**src/rtl/cp0_regfile.sv**
```systemverilog
// CP0 register file (Status/Cause/EPC) with exception entry, ERET and a fetch redirect handshake.
// Define CP0_INT_SYNC_EN to pass hw_int through a 2-flop synchroniser before Cause.IP_hw.
module cp0_regfile #(
    parameter logic [31:0] EXC_VECTOR   = 32'h8000_0080,
    parameter logic [31:0] RESET_STATUS = 32'h0000_0000
) (
    input  logic        clk,
    input  logic        rst_n,
    input  logic        pendingexception,
    input  logic [4:0]  exccode,
    input  logic [31:0] epc_in,
    input  logic        in_delay_slot,
    input  logic        eret,
    input  logic        mtc0_we,
    input  logic [4:0]  cp0_addr,
    input  logic [31:0] wdata,
    output logic [31:0] rdata,
    input  logic [5:0]  hw_int,
    output logic        iec,
    output logic [7:0]  interrupts,
    output logic        redirect_valid,
    output logic [31:0] redirect_pc,
    input  logic        redirect_ready
);
    // state    | meaning
    // IDLE     | accepting exception, eret and mtc0
    // REDIRECT | redirect_valid high, waiting for redirect_ready
    typedef enum logic {S_IDLE, S_REDIRECT} state_t;

    state_t      state_q, state_d;
    logic [7:0]  im_q, im_d;
    logic [5:0]  stk_q, stk_d;
    logic        bd_q, bd_d;
    logic [1:0]  ip_sw_q, ip_sw_d;
    logic [4:0]  exc_q, exc_d;
    logic [31:0] epc_q, epc_d;
    logic [31:0] rpc_q, rpc_d;
    logic [5:0]  ip_hw_q;
    logic [31:0] status_w, cause_w;

    assign status_w = {16'h0000, im_q, 2'b00, stk_q};
    assign cause_w  = {bd_q, 15'h0000, ip_hw_q, ip_sw_q, 1'b0, exc_q, 2'b00};

    always_comb begin
        state_d = state_q;
        im_d    = im_q;
        stk_d   = stk_q;
        bd_d    = bd_q;
        ip_sw_d = ip_sw_q;
        exc_d   = exc_q;
        epc_d   = epc_q;
        rpc_d   = rpc_q;
        case (state_q)
            S_IDLE: begin
                if (pendingexception) begin
                    state_d = S_REDIRECT;
                    rpc_d   = EXC_VECTOR;
                    epc_d   = in_delay_slot ? (epc_in - 32'd4) : epc_in;
                    bd_d    = in_delay_slot;
                    exc_d   = exccode;
                    stk_d   = {stk_q[3:0], 2'b00};
                end else if (eret) begin
                    state_d = S_REDIRECT;
                    rpc_d   = epc_q;
                    stk_d   = {stk_q[5:4], stk_q[5:2]};
                end else if (mtc0_we) begin
                    case (cp0_addr)
                        5'd12: begin
                            im_d  = wdata[15:8];
                            stk_d = wdata[5:0];
                        end
                        5'd13:   ip_sw_d = wdata[9:8];
                        5'd14:   epc_d   = wdata;
                        default: ;
                    endcase
                end
            end
            S_REDIRECT: begin
                if (redirect_ready) state_d = S_IDLE;
            end
            default: state_d = S_IDLE;
        endcase
    end

    always_ff @(posedge clk or negedge rst_n) begin
        if (!rst_n) begin
            state_q <= S_IDLE;
            im_q    <= RESET_STATUS[15:8];
            stk_q   <= RESET_STATUS[5:0];
            bd_q    <= 1'b0;
            ip_sw_q <= 2'b00;
            exc_q   <= 5'd0;
            epc_q   <= 32'd0;
            rpc_q   <= 32'd0;
        end else begin
            state_q <= state_d;
            im_q    <= im_d;
            stk_q   <= stk_d;
            bd_q    <= bd_d;
            ip_sw_q <= ip_sw_d;
            exc_q   <= exc_d;
            epc_q   <= epc_d;
            rpc_q   <= rpc_d;
        end
    end

`ifdef CP0_INT_SYNC_EN
    logic [5:0] sync1_q, sync2_q;
    always_ff @(posedge clk or negedge rst_n) begin
        if (!rst_n) begin
            sync1_q <= 6'd0;
            sync2_q <= 6'd0;
            ip_hw_q <= 6'd0;
        end else begin
            sync1_q <= hw_int;
            sync2_q <= sync1_q;
            ip_hw_q <= sync2_q;
        end
    end
`else
    always_ff @(posedge clk or negedge rst_n) begin
        if (!rst_n) ip_hw_q <= 6'd0;
        else        ip_hw_q <= hw_int;
    end
`endif

    always_comb begin
        rdata = 32'd0;
        case (cp0_addr)
            5'd12:   rdata = status_w;
            5'd13:   rdata = cause_w;
            5'd14:   rdata = epc_q;
            default: rdata = 32'd0;
        endcase
    end

    assign iec            = stk_q[0];
    assign redirect_valid = (state_q == S_REDIRECT);
    assign redirect_pc    = rpc_q;
    // Fetch is being steered away, so no interrupt is reported meanwhile
    assign interrupts     = redirect_valid ? 8'h00 : ({ip_hw_q, ip_sw_q} & im_q);
endmodule

```
**config.mk**
```make
export PLATFORM = sky130hd
export DESIGN_NAME = cp0_regfile
export DESIGN_NICKNAME = d
export VERILOG_FILES = /design/src/rtl/cp0_regfile.sv
export SDC_FILE = /design/constraint.sdc
export NUM_CORES = 1
export LEC_CHECK = 0
export CORE_AREA = 2 2 118 120
export DETAILED_ROUTE_END_ITERATION = 8
export DIE_AREA = 0 0 120 122
export GPL_ROUTABILITY_DRIVEN = 0
export PLACE_DENSITY_LB_ADDON = 0.05
export SYNTH_ARGS = -nofsm -noshare
export SYNTH_HDL_FRONTEND = slang
export SYNTH_SLANG_ARGS = --single-unit
```
**constraint.sdc**
```tcl
create_clock -name clk -period 2.85 [get_ports clk]
set_input_delay 0.7125 -clock clk [delete_from_list [all_inputs] [get_ports clk]]
set_output_delay 0.7125 -clock clk [all_outputs]
set_load 0.02 [all_outputs]
```
[Word level (Yosys, flattened, before mapping)]
Index checks and enable logic that the tools add are counted.
Storage, ports and cells
  register bits: 93
  memory bits (writable): 0
  memories: 0
  input bits: 87
  output and inout bits: 74
  latch bits: 0
  logic and storage cells: 49
  bits in read-only memories: 0
Operators by class
  bitwise operators: 4
  divide/modulo/power cells: 0
  shift operators: 0
  mux-type cells: 17
  $mul: 0
  magnitude comparators: 0
  $add $sub $neg: 1
  reductions and logical operators: 13
  equality and inequality tests: 4
Operators with widths (number)
  two-way mux 32 bit: 7
  case mux 32 bit (3 select lines): 1
  subtractor 32 x 3 -> 32 bit, second input constant: 1
  two-way mux 6 bit: 4
  equality test 5 x 4 -> 1 bit, second input constant: 3
  AND reduction 5 bit: 2
  bitwise AND 8 bit: 1
  two-way mux 8 bit: 1
  AND reduction 4 bit: 2
  nonzero test 2 bit: 4
  nonzero test 3 bit: 2
  AND reduction 2 bit: 2
  two-way mux 1 bit: 3
  NOT 1 bit: 3
  AND reduction 3 bit: 1
  inequality test 2 bit, second input constant: 1
  case mux 1 bit (2 select lines): 1

[Depth between registers and ports, before layout]
Gate-level depths: netlist of the first run.
  depth after elaboration: 5
  mapped depth: 8

[Worst setup path before layout of the first run]
OpenSTA, ideal clock, no wires.
  path kind: in2out
  start: in cp0_addr[0]
  end: out rdata[10]
  cell stages on the path: 7
  path buffers: 3
  path slack: 110 ps
  data arrival time: 2028 ps
  cell sequence: buf_2 -> and4bb_1 -> and2_1 -> clkbuf_1 -> clkbuf_1 -> nand2_1 -> o21ai_0
On the way
  cells in the longest elaborated chain, start to end: 2
RTL lines
  start, declared: RTL line 15  | input logic [4:0] cp0_addr,
  equality test 5 x 4 -> 1 bit: RTL line 129  | case (cp0_addr)
  case mux 32 bit (3 select lines) *: RTL line 129
  end, declared: RTL line 17  | output logic [31:0] rdata,
Every way passes the cells marked *; elsewhere a longest branch is shown, timed or not.

[Worst setup path after layout of the first run]
  start: in cp0_addr[4]
  end: out rdata[2]
The elaborated chain is that of the path after synthesis.

==> results of run 1 <==
critical path: cells and delay by family:
family / cells / cell delay (ns)
compound gates: 1 / 0.09
buf+inv: 3 / 0.57
simple gates: 3 / 0.57
sequential cells by signal, summed over array words and instances, names as in the netlist:
name,count
im_q,8
exc_q,5
ip_sw_q,2
epc_q,32
bd_q,1
redirect_pc,32
redirect_valid,1
ip_hw_q,6
stk_q,6
final cells by class:
class | count | area share, %
multi-input cells | 368 | 34.3
flip-flops and latches | 93 | 32.2
repair buffers | 190 | 26.1
clock buffers | 12 | 3.41
well taps | 180 | 3.12
clock inverters | 2 | 0.485
inverters | 6 | 0.312
cells in the final DEF, fill, tap and decap left out, drive strengths merged, types with 3 or more instances in the layout:
master / n
nand2b: 6
or3: 5
dlygate4sd2: 3
nand2: 56
nor2b: 5
mux2i: 18
clkdlybuf4s15: 16
and3: 16
nor3: 13
a211oi: 3
nor2: 38
xor2: 4
xnor2: 23
mux2: 15
clkdlybuf4s50: 121
dfrtp: 93
nor4b: 3
inv: 6
nor4: 8
a22o: 34
nor3b: 21
o21ai: 47
clkbuf: 13
nand3: 5
buf: 47
a21oi: 31
through the flow:
stage	setup WS [ns]	area, um^2	instances	TNS [ns]
after floorplan	0.110	4960	502	0
after global placement	-0.551	6900	835	-13.96
after detailed placement	-0.565	6900	835	-14.28
after CTS	0.00363	7170	849	0
after global routing	0.126	7230	851	0
final	0.190	7230	851	0
layer usage:
metal  track usage (%)  routed length, um  vias up
met5                 0                 16        -
met4              6.54                180        2
met3              4.26                890       13
met2              35.3               7330      116
met1              27.7               6940     2147
li1                  -                  -     2120
timing repair:
action | 4_1_cts | 5_1_grt
cloned | 0 | 1
gates resized for setup | 152 | 10
hold buffers | 0 | 0
setup buffers | 0 | 1
pin swaps | 1 | 1
endpoints found under the setup margin | 32 | 30
power groups by stage:
stage / Clock, W / Sequential [W] / Combinational [W]
finish: 0.00118 / 0.00175 / 0.000961
global placement: 0 / 0.00177 / 0.000949
floorplan: 0 / 0.00181 / 0.000395
CTS: 0.00121 / 0.00175 / 0.000965
detailed placement: 0 / 0.00177 / 0.000964
global route: 0.00126 / 0.00178 / 0.00105
how the worst max path moves through the flow:
stage                end  slack [ns]  cells past startpoint
2_1_floorplan  rdata[10]        0.11                      7
3_3_place_gp    rdata[9]       -0.55                      6
3_5_place_dp    rdata[9]       -0.56                      6
4_1_cts         rdata[7]       0.004                      5
5_1_grt        rdata[11]        0.13                      7
6_report        rdata[2]        0.19                      7
cells by family (layout without fill, tap and decap cells):
family / Yosys count / in the layout / synth area share (%)
compound gates: 123 / 123 / 16.0
xor+xnor: 27 / 27 / 4.77
fa+ha+maj: 1 / 1 / 0.252
buf+inv: 41 / 210 / 3.48
flops: 93 / 93 / 47.0
mux: 33 / 33 / 7.04
simple gates: 184 / 184 / 21.5
==> summary.md, run 1 <==
| Metric | Value |
|---|---|
| Final hold vios | `0` |
| Min-delay worst type | `input pin to asynchronous set/reset pin` |
| Post-synth EDFFs | `0` |
| Slew Viols, Final | `0` |
| Ys async rst share | `100%` |
| R2r setup slk | `0.81 ns` |
| Post-synth top flop | `dfrtp_1` |
| Req. time, crit path | `2.14 ns` |
| Nets | `756` |
| Vias | `around 4.4k` |
| Combinational Power Share | `24.7%` |
| Fin crit share | `93.3%` |
| Crit Path Category | `input pin to output pin` |
| Vias in the first global route | `4455` |
| CP max stage delay | `roughly 0.32 ns` |
| YS warnings | `0` |
| First-pass GRT wire length | `between 20 and 25 mm` |
| Reg power frac | `45.0%` |
| Reg2Reg Depth | `6` |
| CTS clk-pin slew, worst paths | `0.06 ns` |
| Largest net degree at the start of global routing | `47` |
| Clock Skews | `0.00392 ns` |
| Pwr Density | `538 mW/mm^2` |
| Seq cells post-synth | `93` |
| Chip width | `120 um` |
| Worst hold slack | `about 0.26 ns` |
| F_max | `approximately 0.38 GHz` |
| Fillers | `around 1.2k` |
| # diodes | `0` |
| Worst Max-Slew Pin Slew | `0.457 ns` |
| Multi-input gate area | `0.00248 mm^2` |
| R2R Path Start | `redirect_valid$_DFF_PN0_` |
| Global Route Usage Sum | `21.2%` |
| Total gr overflow | `0` |
| Register Area | `0.00233 mm^2` |
| Clk_lat worst skew | `0.34 ns` |
| Yosys top cell area share | `47.0%` |
| Rel. slew slack | `69.5%` |
| Top-Level Pins | `roughly 160` |
| Worst path slowest cell | `and4bb_1` |
| DR vias/cell | `5.17` |
| Seq/Total Area, Yosys | `47.0%` |
| Critical Path Start Type | `input pin` |
| CTS tree | `built` |
| Final worst path period need | `2.66 ns` |
| Cell Chain, Critical Path | `dlygate4sd2_1 -> and4bb_1 -> and2_4 -> buf_6 -> nand2_1 -> o21ai_1 -> buf_4` |
| IO Port Bufs | `160` |
| Initial antenna violation count | `1` |
| Initial Util | `36.7%` |
| R2R Path End | `im_q[4]$_DFFE_PN0P_` |
| DRC | `0` |
| Post-Synthesis Cells | `502` |
| Post-DRT Antenna Nets | `0` |
| Critical path capture point type | `output pin` |
| P_leak | `3.08 nW` |
| Cell area after synthesis | `0.00496 mm^2` |
| Clock Tree Root | `clkbuf_16` |
| Critical path startpoint | `cp0_addr[4]` |
| WL final | `between 15 and 20 mm` |
| Clock Sinks | `93` |
| Initial DRT Pass Iterations | `4` |
| Avg WL per Cell | `18.0 um` |
| RSZ-0062 raised after global routing | `false` |
| Num CTS Buffers | `9` |
| WP data arrival | `about 2.0 ns` |
| FP Rows | `43` |
| Share of cells above drive strength 1 | `16.8%` |
| Die Height | `122 um` |
| Status | `finished clean` |
| CTS Buffer Depth | `2` |
| Maximum vdd drop | `~210 uV` |
| Most common cell in the netlist | `dfrtp_1` |
| DP HPWL | `11.2 mm` |
| CP Max Fanout | `7` |
| Post-layout util | `53.5%` |
| H-tree depth | `3` |
| Commonest cells post-synth | `93 x dfrtp_1, 56 x nand2_1, 38 x nor2_1, 37 x o21ai_0, 34 x a22o_1` |
| Initial DRC Count | `187` |
| # setup viols final | `0` |
| Yosys cell types | `47` |
| Core ar. | `between 0.01 and 0.015 mm^2` |
| Syn avg cell area | `9.87 um^2` |
| Largest cells by area after synthesis | `dfrtp_1 47%, a22o_1 6.0%, nand2_1 4.2%` |
| Psw | `0.00114 W` |
| Area Overhead vs Synth | `45.8%` |
| Net Sw Frac | `between 20 and 30%` |
| MaxCap Viol Count | `0` |
| Total power | `0.00388 W` |
| Mapped Nets | `590` |
| Cell-internal power | `between 0.002 and 0.003 W` |
| Power share of the clock group | `30.2%` |
| Cell taking the most area after synthesis | `dfrtp_1` |
| Die area | `0.0146 mm^2` |
Power figures use the tool's default switching activity.
==> inputs of run 2 (changes only) <==
Settings changed: CORE_AREA 2 2 118 120 to 3 3 119 121, DIE_AREA 0 0 120 122 to 0 0 122 124.
==> run 2 against run 1 <==
Against the previous run:
- clock power up 3%
- flip-flop and latch count unchanged
- first-iteration DRC count up 49%
- largest cell class unchanged
- sequential power about the same
- critical endpoint is now rdata[27]
- die area up 3.3%
- final cell count down 0.24%
- worst setup slack worse by 0.094 ns
- sequential share of layout area up 0.17 points
- register-to-register slack worse by 0.06 ns
==> summary.md, run 2 (synthesis results as in run 1) <==
| Metric | Value |
|---|---|
| Most common cell after layout, fill and taps aside | `clkdlybuf4s50_1` |
| MaxCap Viol Count | `0` |
| CTS Buffer Depth | `2` |
| Total power | `between 0.003 and 0.004 W` |
| Num CTS Buffers | `9` |
| CP Max Fanout | `18` |
| FP Rows | `42` |
| P_leak | `3.09 nW` |
| F_max | `about 0.36 GHz` |
| Clk_lat worst skew | `between 0.3 and 0.4 ns` |
| H-tree depth | `3` |
| CTS Hold Bufs | `0` |
| Met1 wire length | `7.49 mm` |
| DR vias/cell | `5.17` |
| Critical path capture point type | `output pin` |
| Fillers | `1225` |
| Initial DRC Count | `279` |
| Vias | `~4.4k` |
| Min-delay worst type | `input pin to asynchronous set/reset pin` |
| Met3 WL post-DR | `845 um` |
| Crit Path Category | `input pin to output pin` |
| Largest net degree at the start of global routing | `94` |
| Avg WL per Cell | `19.0 um` |
| Slew Viols, Final | `0` |
| Initial DRT Pass Iterations | `4` |
| Vias in the first global route | `4501` |
| Post-DRT Antenna Nets | `0` |
| Core ar. | `0.0132 mm^2` |
| Worst hold slack | `0.392 ns` |
| # setup viols final | `0` |
| First-pass GRT wire length | `24.8 mm` |
| DP Area | `between 0.006 and 0.007 mm^2` |
| Chip width | `122 um` |
| Status | `finished clean` |
| Pwr Density | `549 mW/mm^2` |
| WP data arrival | `2.04 ns` |
| DP HPWL | `approximately 12 mm` |
| Final WS setup | `0.0960 ns` |
| Rel. slew slack | `60.8%` |
| DRC | `0` |
| Maximum vdd drop | `353 uV` |
| RSZ-0062 raised after global routing | `false` |
| Critical Path Start Type | `input pin` |
| CTS clk-pin slew, worst paths | `0.07 ns` |
| CTS tree | `built` |
| Fin crit share | `a little over nine tenths` |
| Top-Level Pins | `roughly 160` |
| Setup TNS | `0 ns` |
| Layout Cell Area excl Fill | `0.00719 mm^2` |
| Initial Util | `between 30 and 40%` |
| Share of cells above drive strength 1 | `14.9%` |
| Pre-CTS setup slack | `-0.578 ns` |
| Final worst path period need | `about 2.8 ns` |
| Total gr overflow | `0` |
| Area Overhead vs Synth | `45.0%` |
| Commonest non-fill, non-tap cells in the layout | `121 x clkdlybuf4s50_1, 93 x dfrtp_1, 56 x nand2_1, 37 x nor2_1, 36 x o21ai_0` |
| Clock Skews | `0.00577 ns` |
| IO Port Bufs | `160` |
| Die Height | `124 um` |
| WL final | `16.1 mm` |
| Die area | `0.0151 mm^2` |
| Detail Route met2 WL | `7.57 mm` |
| Clock Tree Root | `clkbuf_16` |
| Clock Sinks | `93` |
| # diodes | `0` |
| Req. time, crit path | `2.14 ns` |
| Worst Max-Slew Pin Slew | `0.587 ns` |
| Final hold vios | `0` |
| Top routing layer used | `met4` |
| Nets | `about 760` |
| Initial antenna violation count | `0` |
| Global Route Usage Sum | `between 20 and 25%` |
## run 2: what timing repair did
item,CTS,global route
cloned,1,0
endpoints found under the setup margin,32,13
endpoints found under the hold margin,0,0
pin swaps,0,1
gates resized for setup,111,2
buffers inserted,0,0
## run 2: stage by stage
stage | std cells | util [%]
after floorplan | 502 | -
after global placement | 832 | 52.4
after detailed placement | 832 | 52.4
after CTS | 849 | 54.5
after global routing | 849 | 54.5
final | 849 | 54.5
## run 2: path summary, 6_finish.rpt
| path | start | endpoint | slack, ns | cells after the start |
|---|---|---|---|---|
| setup reg to reg | redirect_valid$_DFF_PN0_ | im_q[5]$_DFFE_PN0P_ | 0.75 | 6 |
| hold / removal | rst_n | redirect_pc[1]$_DFFE_PN0P_ | 0.39 | 2 |
| hold reg to reg | exc_q[0]$_DFFE_PN0P_ | exc_q[0]$_DFFE_PN0P_ | 0.48 | 2 |
| setup / recovery | cp0_addr[4] | rdata[27] | 0.1 | 6 |
| max in group asynchronous | rst_n | epc_q[12]$_DFFE_PN0P_ | 2.07 | 2 |
| min in group clk | exc_q[0]$_DFFE_PN0P_ | exc_q[0]$_DFFE_PN0P_ | 0.48 | 2 |
## run 2: report_power, final
part / internal [W] / switching [W]
clock network: 0.000702 / 0.000515
logic: 0.000493 / 0.000465
registers: 0.00156 / 0.000213
## run 2: routing by layer
metal / vias up / global-route usage, %
met2: 125 / 34.5
met4: 0 / 5.88
met5: - / 0
met3: 15 / 4.68
met1: 2132 / 30.5
li1: 2115 / -
## run 2: area by class of cell
| class | instances | area (um^2) | share of cell area [%] |
|---|---|---|---|
| inverters | 6 | 22.5 | 0.313 |
| flip-flops and latches | 93 | 2330 | 32.4 |
| repair buffers | 190 | 1850 | 25.8 |
| clock inverters | 4 | 47.5 | 0.661 |
| well taps | 176 | 220 | 3.06 |
| clock buffers | 12 | 246 | 3.43 |
| multi-input cells | 368 | 2470 | 34.4 |
## run 2: critical path: stages
cell and delay (ns):
clkdlybuf4s15_1 0.25, and4bb_1 0.31, buf_4 0.14, buf_12 0.13
and3_1 0.16, dlygate4sd2_1 0.33
==> inputs of run 3 (changes only) <==
Settings changed: ABC_AREA set to 1, CORE_AREA 3 3 119 121 to 3 3 121 123, DIE_AREA 0 0 122 124 to 0 0 124 126.
==> run 3 against run 2 <==
Against the previous run:
- utilization is 1.7 points lower
- highest routed layer unchanged
- area after synthesis up 4.4%
- final cell count is 25% higher
- largest cell class unchanged
- sequential share of layout area shrank 0.35 points
- first-iteration DRC count is 35% higher
- critical endpoint is now rdata[7]
- synthesized cell count is 41% higher
- flip-flop and latch count is the same
==> summary.md, run 3 <==
| Metric | Value |
|---|---|
| Status | `finished clean` |
| RSZ-0062 raised after global routing | `true` |
| Nets | `about 960` |
| Die area | `0.0156 mm^2` |
| Fin crit share | `97.8%` |
| CTS clk-pin slew, worst paths | `~0.070 ns` |
| Post-DRT Antenna Nets | `0` |
| Area Overhead vs Synth | `40.5%` |
| First-pass GRT wire length | `approximately 26 mm` |
| Largest net degree at the start of global routing | `47` |
| Clock Sinks | `93` |
| Final hold vios | `0` |
| Min-delay worst type | `input pin to asynchronous set/reset pin` |
| MaxCap Viol Count | `0` |
| CTS tree | `built` |
| Post-layout util | `between 50% and 60%` |
| F_max | `0.359 GHz` |
| Top-Level Pins | `161` |
| Initial DRC Count | `377` |
| Clock Tree Root | `clkbuf_16` |
| Worst Max-Slew Pin Slew | `0.624 ns` |
| Avg WL per Cell | `15.4 um` |
| Core ar. | `0.0138 mm^2` |
| IO Port Bufs | `160` |
| R2R Path Start | `redirect_valid$_DFF_PN0_` |
| Slew Viols, Final | `0` |
| DRC | `0` |
| Critical Path Start Type | `input pin` |
| Worst hold slack | `0.367 ns` |
| CP Max Fanout | `33` |
| Ys async rst share | `between 90% and 100%` |
| Clock Skews | `0.00490 ns` |
| H-tree depth | `3` |
| Seq/Total Area, Yosys | `45.0%` |
| DP HPWL | `roughly 13 mm` |
| Critical path startpoint | `cp0_addr[0]` |
| Seq cells post-synth | `93` |
| Commonest cells post-synth | `203 x nand2_1, 112 x nor2_1, 93 x dfrtp_1, 78 x inv_1, 63 x o21ai_0` |
| Share of cells above drive strength 1 | `between 10% and 20%` |
| Reg2Reg Depth | `6` |
| Yosys cell types | `38` |
| Total gr overflow | `0` |
| Commonest non-fill, non-tap cells in the layout | `203 x nand2_1, 123 x clkdlybuf4s50_1, 110 x nor2_1, 93 x dfrtp_1, 76 x inv_1` |
| Pre-CTS setup slack | `-0.535 ns` |
| Vias | `5291` |
| Post-Synthesis Cells | `710` |
| Num CTS Buffers | `9` |
| Most common cell in the netlist | `nand2_1` |
| DR vias/cell | `4.99` |
| Critical path capture point type | `output pin` |
| Post-synth EDFFs | `0` |
| YS warnings | `0` |
| Most common cell after layout, fill and taps aside | `nand2_1` |
| Global Route Usage Sum | `between 20% and 30%` |
| Final worst path period need | `2.79 ns` |
| Syn avg cell area | `7.29 um^2` |
| # setup viols final | `0` |
| Rel. slew slack | `about three fifths` |
| Maximum vdd drop | `393 uV` |
| FP Rows | `43` |
| Largest cells by area after synthesis | `dfrtp_1 45%, nand2_1 15%, nor2_1 8.1%` |
| Initial Util | `between 30% and 40%` |
| Post-synth top flop | `dfrtp_1` |
| WP data arrival | `2.07 ns` |
| Crit Path Category | `input pin to output pin` |
| Req. time, crit path | `roughly 2.1 ns` |
| Initial DRT Pass Iterations | `5` |
| Final WS setup | `0.0629 ns` |
| Pwr Density | `638 mW/mm^2` |
| Yosys top cell area share | `45.0%` |
| Cell area after synthesis | `0.00517 mm^2` |
| WL final | `between 15 and 20 mm` |
| R2R Path End | `im_q[2]$_DFFE_PN0P_` |
| Initial antenna violation count | `0` |
| Mapped Nets | `between 700 and 800` |
| P_leak | `3.44 nW` |
| Clk_lat worst skew | `0.34 ns` |
| Vias in the first global route | `5085` |
| CTS Buffer Depth | `2` |
| Chip width | `124 um` |
| Die Height | `126 um` |
| R2r setup slk | `0.86 ns` |
| Cell taking the most area after synthesis | `dfrtp_1` |
-- run 3: timing repair --
item | in CTS | in global routing
endpoints found under the setup margin | 32 | 24
hold buffers | 0 | 0
setup buffers | 3 | 0
pin swaps | 3 | 1
gates resized for setup | 70 | 32
-- run 3: worst max path at each step --
stage	end	slack (ns)	cells past startpoint
6_report	rdata[7]	0.06	6
5_1_grt	rdata[2]	-0.006	10
4_1_cts	rdata[3]	-0.09	8
3_5_place_dp	rdata[3]	-0.54	9
3_3_place_gp	rdata[2]	-0.50	9
2_1_floorplan	rdata[2]	0.41	7
-- run 3: cells by family (layout without fill, tap and decap cells) --
kind of cell               after synthesis  in the layout  share of synthesized area, %
xor gates and xnor gates                10             10                          1.69
and+or+nand+nor                        369            369                          29.5
DFF                                     93             93                          45.0
adders and majority gates                1              1                         0.242
AOI/OAI and AO/OA                      121            121                          13.7
other                                    0              1                             0
muxes                                    4              4                          1.02
buffers and inverters                  112            281                          8.83
-- run 3: area by class of cell --
type | count | area, um^2
Fill cell | 1348 | 6510
Multi-Input combinational cell | 505 | 2410
Sequential cell | 93 | 2330
Timing Repair Buffer | 181 | 1700
Inverter | 84 | 324
Clock buffer | 11 | 243
Tap cell | 180 | 225
Clock inverter | 5 | 35.0
Antenna cell | 1 | 2.50
-- run 3: per-stage QoR --
step / std cells / TNS (ns) / cell area (um^2) / total power [W]
after floorplan: 710 / 0 / 5170 / 0.00277
after global placement: 1040 / -9.85 / 7030 / 0.00351
after detailed placement: 1040 / -10.19 / 7030 / 0.00354
after CTS: 1059 / -0.0940 / 7320 / 0.00467
after global routing: 1059 / -0.00586 / 7260 / 0.00494
final: 1060 / 0 / 7270 / 0.00463
-- run 3: report_power, final --
group	internal, W	switching (W)
Combinational	0.000634	0.000930
Sequential	0.00172	0.000220
Clock	0.000617	0.000511
Total	0.00297	0.00166
-- run 3: worst max-delay path, stage by stage --
cell             delay, ns
clkdlybuf4s50_1       0.45
nor2_1                0.15
nand3_2               0.10
buf_12                0.19
nor2_1                0.14
clkdlybuf4s15_1       0.32
-- run 3: routing by layer --
| metal | wire, um | track usage (%) | up-vias |
|---|---|---|---|
| met2 | 7050 | 31.3 | 185 |
| li1 | - | - | 2598 |
| met4 | 213 | 4.77 | 0 |
| met3 | 1090 | 4.27 | 13 |
| met1 | 8010 | 32.6 | 2495 |
| met5 | 0 | 0 | - |
==> patch, RTL diff (settings of run 2) <==
Register the output `redirect_valid`, cleared by the reset; this adds one clock of latency there. The other outputs are not delayed to match.
--- a/src/rtl/cp0_regfile.sv
+++ b/src/rtl/cp0_regfile.sv
@@ -26,6 +26,8 @@
     // IDLE     | accepting exception, eret and mtc0
     // REDIRECT | redirect_valid high, waiting for redirect_ready
     typedef enum logic {S_IDLE, S_REDIRECT} state_t;
+
+    logic redirect_valid_d;
 
     state_t      state_q, state_d;
     logic [7:0]  im_q, im_d;
@@ -135,9 +137,17 @@
     end
 
     assign iec            = stk_q[0];
-    assign redirect_valid = (state_q == S_REDIRECT);
+    assign redirect_valid_d = (state_q == S_REDIRECT);
     assign redirect_pc    = rpc_q;
     // Fetch is being steered away, so no interrupt is reported meanwhile
-    assign interrupts     = redirect_valid ? 8'h00 : ({ip_hw_q, ip_sw_q} & im_q);
+    assign interrupts     = redirect_valid_d ? 8'h00 : ({ip_hw_q, ip_sw_q} & im_q);
+    always_ff @(posedge clk or negedge rst_n) begin
+        if (!rst_n) begin
+            redirect_valid <= '0;
+        end else begin
+            redirect_valid <= redirect_valid_d;
+        end
+    end
+
 endmodule
 
Function: changed (Yosys sat finds a counterexample within 4 cycles, from zero or initial values and one cycle with rst_n low).
==> patch against run 2 <==
First-iteration DRC count down 26%. Setup slack better by 0.0078 ns. Final cell count up 1.4%. Design area up 1.0%. Sequential cell count up 1. Wire length up 1.4%. Total power up 0.22%. Critical endpoint is now rdata[8]. Area after synthesis down 1.8%.
==> patch: results (changes against run 2) <==
[outcome]
status=finished, final reports clean  ; unchanged

[clock_tree]
clk_latency_ns=0.35  ; about the same
cts_buffers=9  ; unchanged
path_clk_slew_ns=0.07  ; about the same
htreeDepth=3  ; unchanged
cts_root_buf=clkbuf_16  ; unchanged
cts_buffer_depth=2  ; unchanged

[synth]
syn_nets=589  ; was 590
async_reset_ff_share_pct=100.0  ; unchanged
synthDistinctLibCells=46  ; was 47
synth_seq_area_share_pct=48.33  ; was 46.96%
yosysWarnings=0  ; unchanged
synth_ff_type=dfrtp_1  ; unchanged
netlist_instances=501  ; was 502
synth_commonest_cells=94 x dfrtp_1, 60 x nand2_1, 51 x o21ai_0  ; was 93 x dfrtp_1, 56 x nand2_1, 38 x nor2_1
synth_area_leaders=dfrtp_1 48%, a22o_1 5.9%, o21ai_0 5.2%  ; was dfrtp_1 47%, a22o_1 6.0%, nand2_1 4.2%

[route]
vias_per_cell=5.286  ; was 5.167
wl_um=16350  ; was 16130 um
first_pass_iters=6  ; was 4
first_iter_violations=206  ; was 279
wl_per_cell_um=18.99  ; was 19.00 um

[global_route]
grt_use_total_pct=21.45  ; was 21.84%
first_global_vias=4530  ; was 4501
grt_max_degree=54  ; was 94
grt_pass1_wl_um=24720  ; was 24840 um
antenna_found_initial=0  ; unchanged

[final_layout]
fillers=1253  ; was 1225
n_antenna_cell=0  ; unchanged
layout.nets=768  ; was 756
drive_above_1_share_pct=18.69  ; was 14.86%

[worst_setup_path]
arrival_ns=2.03
r2r_end=stk_q[4]  ; was im_q[5]
startpoint=cp0_addr[4]  ; unchanged
r2r_cells=4  ; was 6
r2r-start=redirect_valid_d  ; was redirect_valid
cp_max_fo=8  ; was 18
r2r_slack_ns=0.74
endpoint=rdata[8]  ; was rdata[27]

[power_and_ir_drop]
p_int_w=0.002776  ; was 0.002751 W
peakVddDrop_mv=0.3063  ; was 0.3529 mV
p_leak_nw=3.160  ; was 3.092 nW

[timing]
hold_violations=0  ; unchanged
slew_headroom_pct=46.42  ; was 60.84%
skew_ns=0.01068  ; was 0.005766 ns

[placed_design]
hpwlAfterDp_um=11800  ; about the same
post-place-cells=839  ; was 832
portBuffers=160  ; unchanged

[hold_path]
hold_class=in2async  ; unchanged

patch: changes by cell type in the layout (fill, tap and decap cells not counted), sizes merged, moves of 4 or more:
cell         delta
a21oi           -5
buf            +22
dlygate4sd2     -7
nand2           +4
nor2            -8
o21ai           +7
o31ai           +4
patch: layout make-up:
cell class / instances / share of cell area [%]
clock buffer: 13 / 3.446
clock inverter: 3 / 0.6031
inverter: 4 / 0.2068
multi-input combinational: 368 / 33.65
sequential: 94 / 32.40
tap: 176 / 3.033
timing repair buffer: 203 / 26.66
patch: worst min-delay path by stage:
stage | startpoint | endpoint | slack (ns) | cells past startpoint
after floorplan | redirect_valid_d | redirect_valid | 0.35 | 0
after global placement | exc_q[2] | exc_q[2] | 0.46 | 2
after detailed placement | exc_q[0] | exc_q[0] | 0.47 | 2
after CTS | rst_n | redirect_pc[15] | 0.37 | 1
after global routing | rst_n | redirect_pc[15] | 0.38 | 1
final | rst_n | redirect_pc[15] | 0.35 | 1
patch: power by group through the flow:
| stage | Combinational (W) | Sequential (W) | Clock, W |
|---|---|---|---|
| after floorplan | 0.000390 | 0.00182 | 0 |
| after global placement | 0.000950 | 0.00180 | 0 |
| after detailed placement | 0.000962 | 0.00180 | 0 |
| after CTS | 0.000968 | 0.00178 | 0.00123 |
| after global routing | 0.00105 | 0.00181 | 0.00129 |
| final | 0.000966 | 0.00178 | 0.00121 |
patch: worst max-delay path, stage by stage:
cell             delay [ns]
clkdlybuf4s15_1        0.24
nor4bb_4               0.30
buf_6                  0.14
and2_4                 0.19
buf_6                  0.15
nand2_1                0.07
o21ai_2                0.05
buf_2                  0.17
patch: repair_timing:
item | 4_1_cts | 5_1_grt
gates cloned | 2 | 1
buffers inserted | 3 | 0
endpoints found under the setup margin | 32 | 11
pin swaps | 2 | 2
gates resized for setup | 134 | 10
patch: metal layers:
| metal | track usage [%] | up-vias | wire length, um |
|---|---|---|---|
| met5 | 0 | - | 0 |
| met4 | 7.563 | 0 | 306 |
| met3 | 3.724 | 20 | 821 |
| met2 | 34.56 | 136 | 7671 |
| met1 | 29.27 | 2244 | 7548 |
| li1 | - | 2151 | - |
patch: kinds of logic after synthesis:
kind of cell / share of synthesized area, %
AOI/OAI and AO/OA: 16.30
xor gates and xnor gates: 4.139
adders and majority gates: 0.2570
buffers and inverters: 3.162
DFF: 48.33
muxes: 7.583
and+or+nand+nor: 20.23
patch: stage by stage:
stage | worst slack, ns | hold slack [ns] | TNS, ns | cell area, um^2
2_1_floorplan | 0.08918 | 0.3519 | 0 | 4906
3_3_place_gp | -0.5055 | 0.4574 | -14.76 | 6928
3_5_place_dp | -0.5341 | 0.4706 | -15.54 | 6928
4_1_cts | 0.03024 | 0.3652 | 0 | 7207
5_1_grt | 0.02479 | 0.3836 | 0 | 7261
6_report | 0.1038 | 0.3452 | 0 | 7261
